### config.mk
export PLATFORM = sky130hd
export DESIGN_NAME = ws2812_rx_decoder
export DESIGN_NICKNAME = d
export VERILOG_FILES = /design/src/rtl/ws2812_rx_decoder.sv
export SDC_FILE = /design/constraint.sdc
export NUM_CORES = 1
export LEC_CHECK = 0
export BUFFER_PORTS_ARGS = -buffer_cell sky130_fd_sc_hd__buf_2
export CELL_PAD_IN_SITES_DETAIL_PLACEMENT = 0
export CELL_PAD_IN_SITES_GLOBAL_PLACEMENT = 1
export CORE_MARGIN = 2
export CORE_UTILIZATION = 30
export DETAILED_ROUTE_END_ITERATION = 10
export PLACE_DENSITY_LB_ADDON = 0.12
export SKIP_LAST_GASP = 1
export SLEW_MARGIN = 20
export SYNTH_ARGS = -nofsm -noshare
export SYNTH_HDL_FRONTEND = slang
export SYNTH_SLANG_ARGS = --single-unit
export TNS_END_PERCENT = 50
### constraint.sdc
create_clock -name clk -period 2.8 [get_ports clk]
set_input_delay 0.14 -clock clk [delete_from_list [all_inputs] [get_ports clk]]
set_output_delay 0.14 -clock clk [all_outputs]
set_load 0.05 [all_outputs]
### src/rtl/ws2812_rx_decoder.sv
// WS2812 single-wire receiver: measures pulse widths on din, rebuilds pixel words
// tagged with their LED index and reports the latch gap as end-of-frame.
module ws2812_rx_decoder #(
  parameter int unsigned T_MIN_HIGH     = 15,
  parameter int unsigned T_SPLIT        = 60,
  parameter int unsigned T_MAX_HIGH     = 120,
  parameter int unsigned T_LATCH        = 5000,
  parameter int unsigned PX_COUNT       = 52,
  parameter int unsigned BITS_PER_PIXEL = 24,
  parameter int unsigned PX_IDX_W       = 6
) (
  input  logic                      clk,
  input  logic                      reset,
  input  logic                      din,
  output logic [BITS_PER_PIXEL-1:0] pixel_out,
  output logic [PX_IDX_W-1:0]       pixel_idx,
  output logic                      pixel_valid,
  output logic                      frame_done,
  output logic [PX_IDX_W:0]         frame_px_count,
  output logic                      err_pulse
);

  localparam int unsigned HW = $clog2(T_MAX_HIGH + 2);
  localparam int unsigned LW = $clog2(T_LATCH + 1);
  localparam int unsigned BW = $clog2(BITS_PER_PIXEL + 1);
  localparam int unsigned CW = PX_IDX_W + 1;

  localparam logic [HW-1:0] H_MIN   = HW'(T_MIN_HIGH);
  localparam logic [HW-1:0] H_SPLIT = HW'(T_SPLIT);
  localparam logic [HW-1:0] H_MAX   = HW'(T_MAX_HIGH);
  localparam logic [HW-1:0] H_SAT   = HW'(T_MAX_HIGH + 1);
  localparam logic [LW-1:0] L_SAT   = LW'(T_LATCH);
  localparam logic [LW-1:0] L_ARM   = LW'(T_LATCH - 1);
  localparam logic [BW-1:0] B_LAST  = BW'(BITS_PER_PIXEL - 1);
  localparam logic [CW-1:0] C_MAX   = CW'(PX_COUNT);

  typedef enum logic [1:0] {SYNC, IDLE, HIGH, LOW} state_t;

  state_t                    state_q, state_d;
  logic                      din_meta_q, din_s_q, din_d_q;
  logic [HW-1:0]             hcnt_q, hcnt_d;
  logic [LW-1:0]             lcnt_q, lcnt_d;
  logic [BITS_PER_PIXEL-1:0] sreg_q, sreg_d;
  logic [BW-1:0]             bit_cnt_q, bit_cnt_d;
  logic [CW-1:0]             px_cnt_q, px_cnt_d;
  logic [BITS_PER_PIXEL-1:0] pixel_out_q, pixel_out_d;
  logic [PX_IDX_W-1:0]       pixel_idx_q, pixel_idx_d;
  logic                      pixel_valid_q, pixel_valid_d;
  logic                      frame_done_q, frame_done_d;
  logic [CW-1:0]             frame_px_count_q, frame_px_count_d;
  logic                      err_q, err_d;

  logic                      rise, fall, latch_evt, resync;
  logic [BITS_PER_PIXEL-1:0] shifted;

  always_ff @(posedge clk or posedge reset) begin
    if (reset) begin
      state_q          <= SYNC;
      din_meta_q       <= 1'b0;
      din_s_q          <= 1'b0;
      din_d_q          <= 1'b0;
      hcnt_q           <= '0;
      lcnt_q           <= '0;
      sreg_q           <= '0;
      bit_cnt_q        <= '0;
      px_cnt_q         <= '0;
      pixel_out_q      <= '0;
      pixel_idx_q      <= '0;
      pixel_valid_q    <= 1'b0;
      frame_done_q     <= 1'b0;
      frame_px_count_q <= '0;
      err_q            <= 1'b0;
    end else begin
      state_q          <= state_d;
      din_meta_q       <= din;
      din_s_q          <= din_meta_q;
      din_d_q          <= din_s_q;
      hcnt_q           <= hcnt_d;
      lcnt_q           <= lcnt_d;
      sreg_q           <= sreg_d;
      bit_cnt_q        <= bit_cnt_d;
      px_cnt_q         <= px_cnt_d;
      pixel_out_q      <= pixel_out_d;
      pixel_idx_q      <= pixel_idx_d;
      pixel_valid_q    <= pixel_valid_d;
      frame_done_q     <= frame_done_d;
      frame_px_count_q <= frame_px_count_d;
      err_q            <= err_d;
    end
  end

  // hcnt holds its last value through the low phase so it still reads the
  // finished pulse width on the falling-edge cycle.
  always_comb begin
    rise = din_s_q & ~din_d_q;
    fall = ~din_s_q & din_d_q;

    hcnt_d = hcnt_q;
    if (rise)
      hcnt_d = HW'(1);
    else if (din_s_q && (hcnt_q != H_SAT))
      hcnt_d = hcnt_q + HW'(1);

    lcnt_d = lcnt_q;
    if (din_s_q)
      lcnt_d = '0;
    else if (lcnt_q != L_SAT)
      lcnt_d = lcnt_q + LW'(1);
  end

  always_comb begin
    state_d          = state_q;
    sreg_d           = sreg_q;
    bit_cnt_d        = bit_cnt_q;
    px_cnt_d         = px_cnt_q;
    pixel_out_d      = pixel_out_q;
    pixel_idx_d      = pixel_idx_q;
    pixel_valid_d    = 1'b0;
    frame_done_d     = 1'b0;
    frame_px_count_d = frame_px_count_q;
    err_d            = 1'b0;
    resync           = 1'b0;
    shifted          = {sreg_q[BITS_PER_PIXEL-2:0], (hcnt_q >= H_SPLIT)};
    // Fires once, on the cycle the low run reaches T_LATCH.
    latch_evt        = ~din_s_q && (lcnt_q == L_ARM);

    case (state_q)
      SYNC: begin
        if (~din_s_q && (lcnt_q >= L_ARM))
          state_d = IDLE;
      end
      IDLE: begin
        if (rise)
          state_d = HIGH;
      end
      HIGH: begin
        if (fall) begin
          if ((hcnt_q < H_MIN) || (hcnt_q > H_MAX)) begin
            err_d  = 1'b1;
            resync = 1'b1;
          end else begin
            state_d = LOW;
            if (bit_cnt_q == B_LAST) begin
              bit_cnt_d = '0;
              sreg_d    = '0;
              if (px_cnt_q < C_MAX) begin
                pixel_out_d   = shifted;
                pixel_idx_d   = px_cnt_q[PX_IDX_W-1:0];
                pixel_valid_d = 1'b1;
                px_cnt_d      = px_cnt_q + CW'(1);
              end else begin
                err_d = 1'b1;
              end
            end else begin
              sreg_d    = shifted;
              bit_cnt_d = bit_cnt_q + BW'(1);
            end
          end
        end else if (hcnt_q > H_MAX) begin
          err_d  = 1'b1;
          resync = 1'b1;
        end
      end
      LOW: begin
        if (rise) begin
          state_d = HIGH;
        end else if (latch_evt) begin
          frame_done_d     = 1'b1;
          frame_px_count_d = px_cnt_q;
          err_d            = (bit_cnt_q != '0);
          sreg_d           = '0;
          bit_cnt_d        = '0;
          px_cnt_d         = '0;
          state_d          = IDLE;
        end
      end
      default: state_d = SYNC;
    endcase

    if (resync) begin
      state_d   = SYNC;
      sreg_d    = '0;
      bit_cnt_d = '0;
      px_cnt_d  = '0;
    end
  end

  assign pixel_out      = pixel_out_q;
  assign pixel_idx      = pixel_idx_q;
  assign pixel_valid    = pixel_valid_q;
  assign frame_done     = frame_done_q;
  assign frame_px_count = frame_px_count_q;
  assign err_pulse      = err_q;

endmodule

==> flow_metrics.tcl <==
set metrics [dict create \
    status "complete, no violations" \
    drive_gt1_share_pct 24.52 \
    min_period_over_period_pct 80.05 \
    p_switching_uw 658.5 \
    grt_pass1_vias 2890 \
    cp_top_family "simple AND/OR/NAND/NOR gates" \
    post_drt_via_cell_ratio 4.884 \
    ios 43 \
    p_int_uw 2223 \
    synth-seq-area-share_pct 57.69 \
    overflow 0 \
    rsz0062_at_grt "false" \
    met1_usage_pct 16.85 \
    met3_usage_pct 3.436 \
    antenna_found_initial 0 \
    synthCells 362 \
    place.gp.congestion 0.7311 \
    start_util_pct 31.01 \
    wirelength_mm 8.905 \
    drv_cap 0 \
    tns_ns 0 \
    drtIter0Drc 203 \
    synth_largest_area_cell "dfrtp_1" \
    grt_busiest_layer "met2" \
    synth_most_common_cell "dfrtp_1" \
    ys_warn_count 0 \
    timing.slew.headroom_pct 58.52 \
    worstMarginPinSlew_ns 0.6221 \
    cp_max_fo 15 \
    dr.pass1.iters 5 \
    drc 0 \
    cts.sink_count 100 \
    drv_slew 0 \
    finClkSkew_ns 0.008575 \
    synth_commonest_cells "100 x dfrtp_1, 31 x nand2_1, 30 x mux2_2, 27 x a22o_1, 18 x nor2_1" \
    hold_viol 0 \
    finalNetCount 422 \
    setup-violations-final 0 \
    min_path_type "reg2reg" \
    track_usage_pct 11.97 \
    path_buf_inv 1 \
    numPortBuffers 42 \
    rows 43 \
    dpl.hpwl_mm 5.981 \
    die_w_um 124.3 \
    wl_per_cell_um 14.94 \
    use_met2_pct 17.45 \
    synth_top_area_share_pct 57.69 \
    pwr-share-comb_pct 3.6 \
    synth-edff-count 0 \
    clk_latency_ns 0.35 \
    synthArstFlopShare_pct 100.0 \
    cpPeakStageDelay_ns 0.45 \
    crit_path_top_delay_cell "dfrtp_1" \
    cts_buffer_depth 2 \
    via_count 2911 \
    clkSlewWorstSetupHoldPaths_ns 0.06 \
    endpoint_kind "register" \
    total_power_uw 2881 \
    cts-root-buf "clkbuf_16" \
    irDropWorstVdd_mv 0.4613 \
    synth-seq-cells 100 \
    holdWs_ns 0.3537 \
    area_delta_synth_final_pct 17.77 \
    syn_nets 373 \
    start_kind "register" \
    period_minus_slack_ns 2.242 \
    synth.avg_cell_area_um2 11.98 \
    syn_area_um2 4338 \
    fp.dieH_um 124.3 \
    cts_made_buffers 9 \
    p_per_area_nw_per_um2 564.0 \
    clkPwrFrac_pct 44.3 \
    p_seq_share_pct 52.0 \
    cts_tree "built" \
    leakagePower_uw 0.002558 \
    grt_max_degree 50 \
    antenna_cells 0 \
    max_freq_mhz 446.1 \
    die-area_um2 15440 \
    synth.area.top_cells "dfrtp_1 58%, mux2_2 7.8%, a22o_1 5.5%" \
    cp_data_required_time_ns 3.09 \
    crit_type "reg2reg" \
    ant_nets 0 \
    synth.distinct_cells 50 \
    crit_arrival_ns 2.53 \
    yosys_most_used_dff "dfrtp_1" \
    cts.htree.levels 3 \
    grt_pass1_wl_mm 15.03 \
    crit_chain "or3_4 > a32o_1 > o21a_4 > nor3_4 > buf_12 > a22o_1" \
    switching_share_pct 22.86 \
    fp.coreArea_um2 13990 \
]
==> routing by layer <==
layer	wire [um]	vias up
met5	0	-
met4	139	0
met3	288	8
met2	3987	36
met1	4490	1456
li1	-	1411
==> final cells by class <==
| class | instances | area [um2] |
|---|---|---|
| repair buffers | 52 | 315.3 |
| well taps | 180 | 225.2 |
| fillers | 1418 | 8880 |
| clock inverters | 6 | 70.07 |
| clock buffers | 10 | 239.0 |
| inverters | 12 | 47.55 |
| multi-input cells | 236 | 1709 |
| flip-flops and latches | 100 | 2502 |
==> worst paths after layout <==
kind | start | end | slack, ns | depth (start not counted)
hold / removal | din_meta_q$_DFF_PP0_ | din_s_q$_DFF_PP0_ | 0.35 | 0
setup reg to reg | hcnt_q[0]$_DFFE_PP0P_ | sreg_q[11]$_DFFE_PP0P_ | 0.56 | 6
hold reg to reg | din_meta_q$_DFF_PP0_ | din_s_q$_DFF_PP0_ | 0.35 | 0
min in group asynchronous | reset | pixel_valid$_DFF_PP0_ | 0.42 | 3
max in group asynchronous | reset | lcnt_q[6]$_DFFE_PP0P_ | 1.62 | 4
setup / recovery | hcnt_q[0]$_DFFE_PP0P_ | sreg_q[11]$_DFFE_PP0P_ | 0.56 | 6
==> kinds of logic after synthesis <==
family,after synthesis,share of synthesized area [%]
adder cells (fa/ha/maj),8,2.308
XOR/XNOR,13,2.625
buffers and inverters,26,2.913
flip-flops,100,57.69
AND/OR/NAND/NOR,107,13.04
AO/OA/AOI/OAI,76,13.18
multiplexers,32,8.249
==> cell usage in the layout, fill, tap and decap left out, types with 2 or more instances in the layout <==
cell             n
dfrtp_1        100
a21o_1           2
nand4_1          7
xnor2_1          3
buf_4            6
a41oi_1          2
xor2_1          10
nand2b_1         6
nor3_1           3
clkinv_4         2
o21ai_0         14
or3_1            3
nor2b_1          3
mux2i_1          2
o2bb2ai_1        4
buf_2           42
inv_1           11
buf_12           2
ha_1             8
nor4_1           3
mux2_2          30
nand3_1         13
a32o_1           2
and4_1           5
o31a_1           2
inv_6            2
a21oi_1         11
a22o_1          27
nand2_1         31
and3_1           6
dlygate4sd3_1    2
nor2_1          18
clkbuf_16        9
==> flip-flops by register name, summed over array words and instances (netlist names), 2 cells and up <==
signal,flops
bit_cnt_q,5
frame_px_count,7
hcnt_q,7
lcnt_q,13
pixel_idx,6
pixel_out,24
px_cnt_q,7
sreg_q,23
state_q,2
==> what timing repair did <==
item / 4_1_cts / 5_1_grt
buffers inserted: 0 / 0
endpoints found under the hold margin: 47 / 0
resized for setup: 0 / 0
hold buffers: 2 / 0
==> power by group through the flow <==
stage	Sequential, uW	Clock (uW)	Combinational [uW]
2_1_floorplan	1510	0	92.1
6_report	1500	1280	105
3_3_place_gp	1530	0	105
3_5_place_dp	1530	0	107
5_1_grt	1500	1390	125
4_1_cts	1500	1340	109
==> metrics by stage <==
step                std cells  area [um2]  worst slack (ns)  utilization (%)
global route              596        5109            0.3868            36.52
finish                    596        5109            0.5585            36.52
CTS                       596        5109            0.5369            36.52
detailed placement        578        4780            0.5560            34.17
global placement          578        4780            0.6045            34.17
floorplan                 362        4338           0.04122                -
==> worst reg2reg max path, delay by kind of cell, from the launching register on <==
| family | cells | cell delay (ns) |
|---|---|---|
| AO/OA/AOI/OAI | 3 | 0.65 |
| AND/OR/NAND/NOR | 2 | 0.87 |
| flip-flops | 1 | 0.45 |
| buffers and inverters | 1 | 0.21 |
Note: power is estimated with default switching activity, not from simulation.
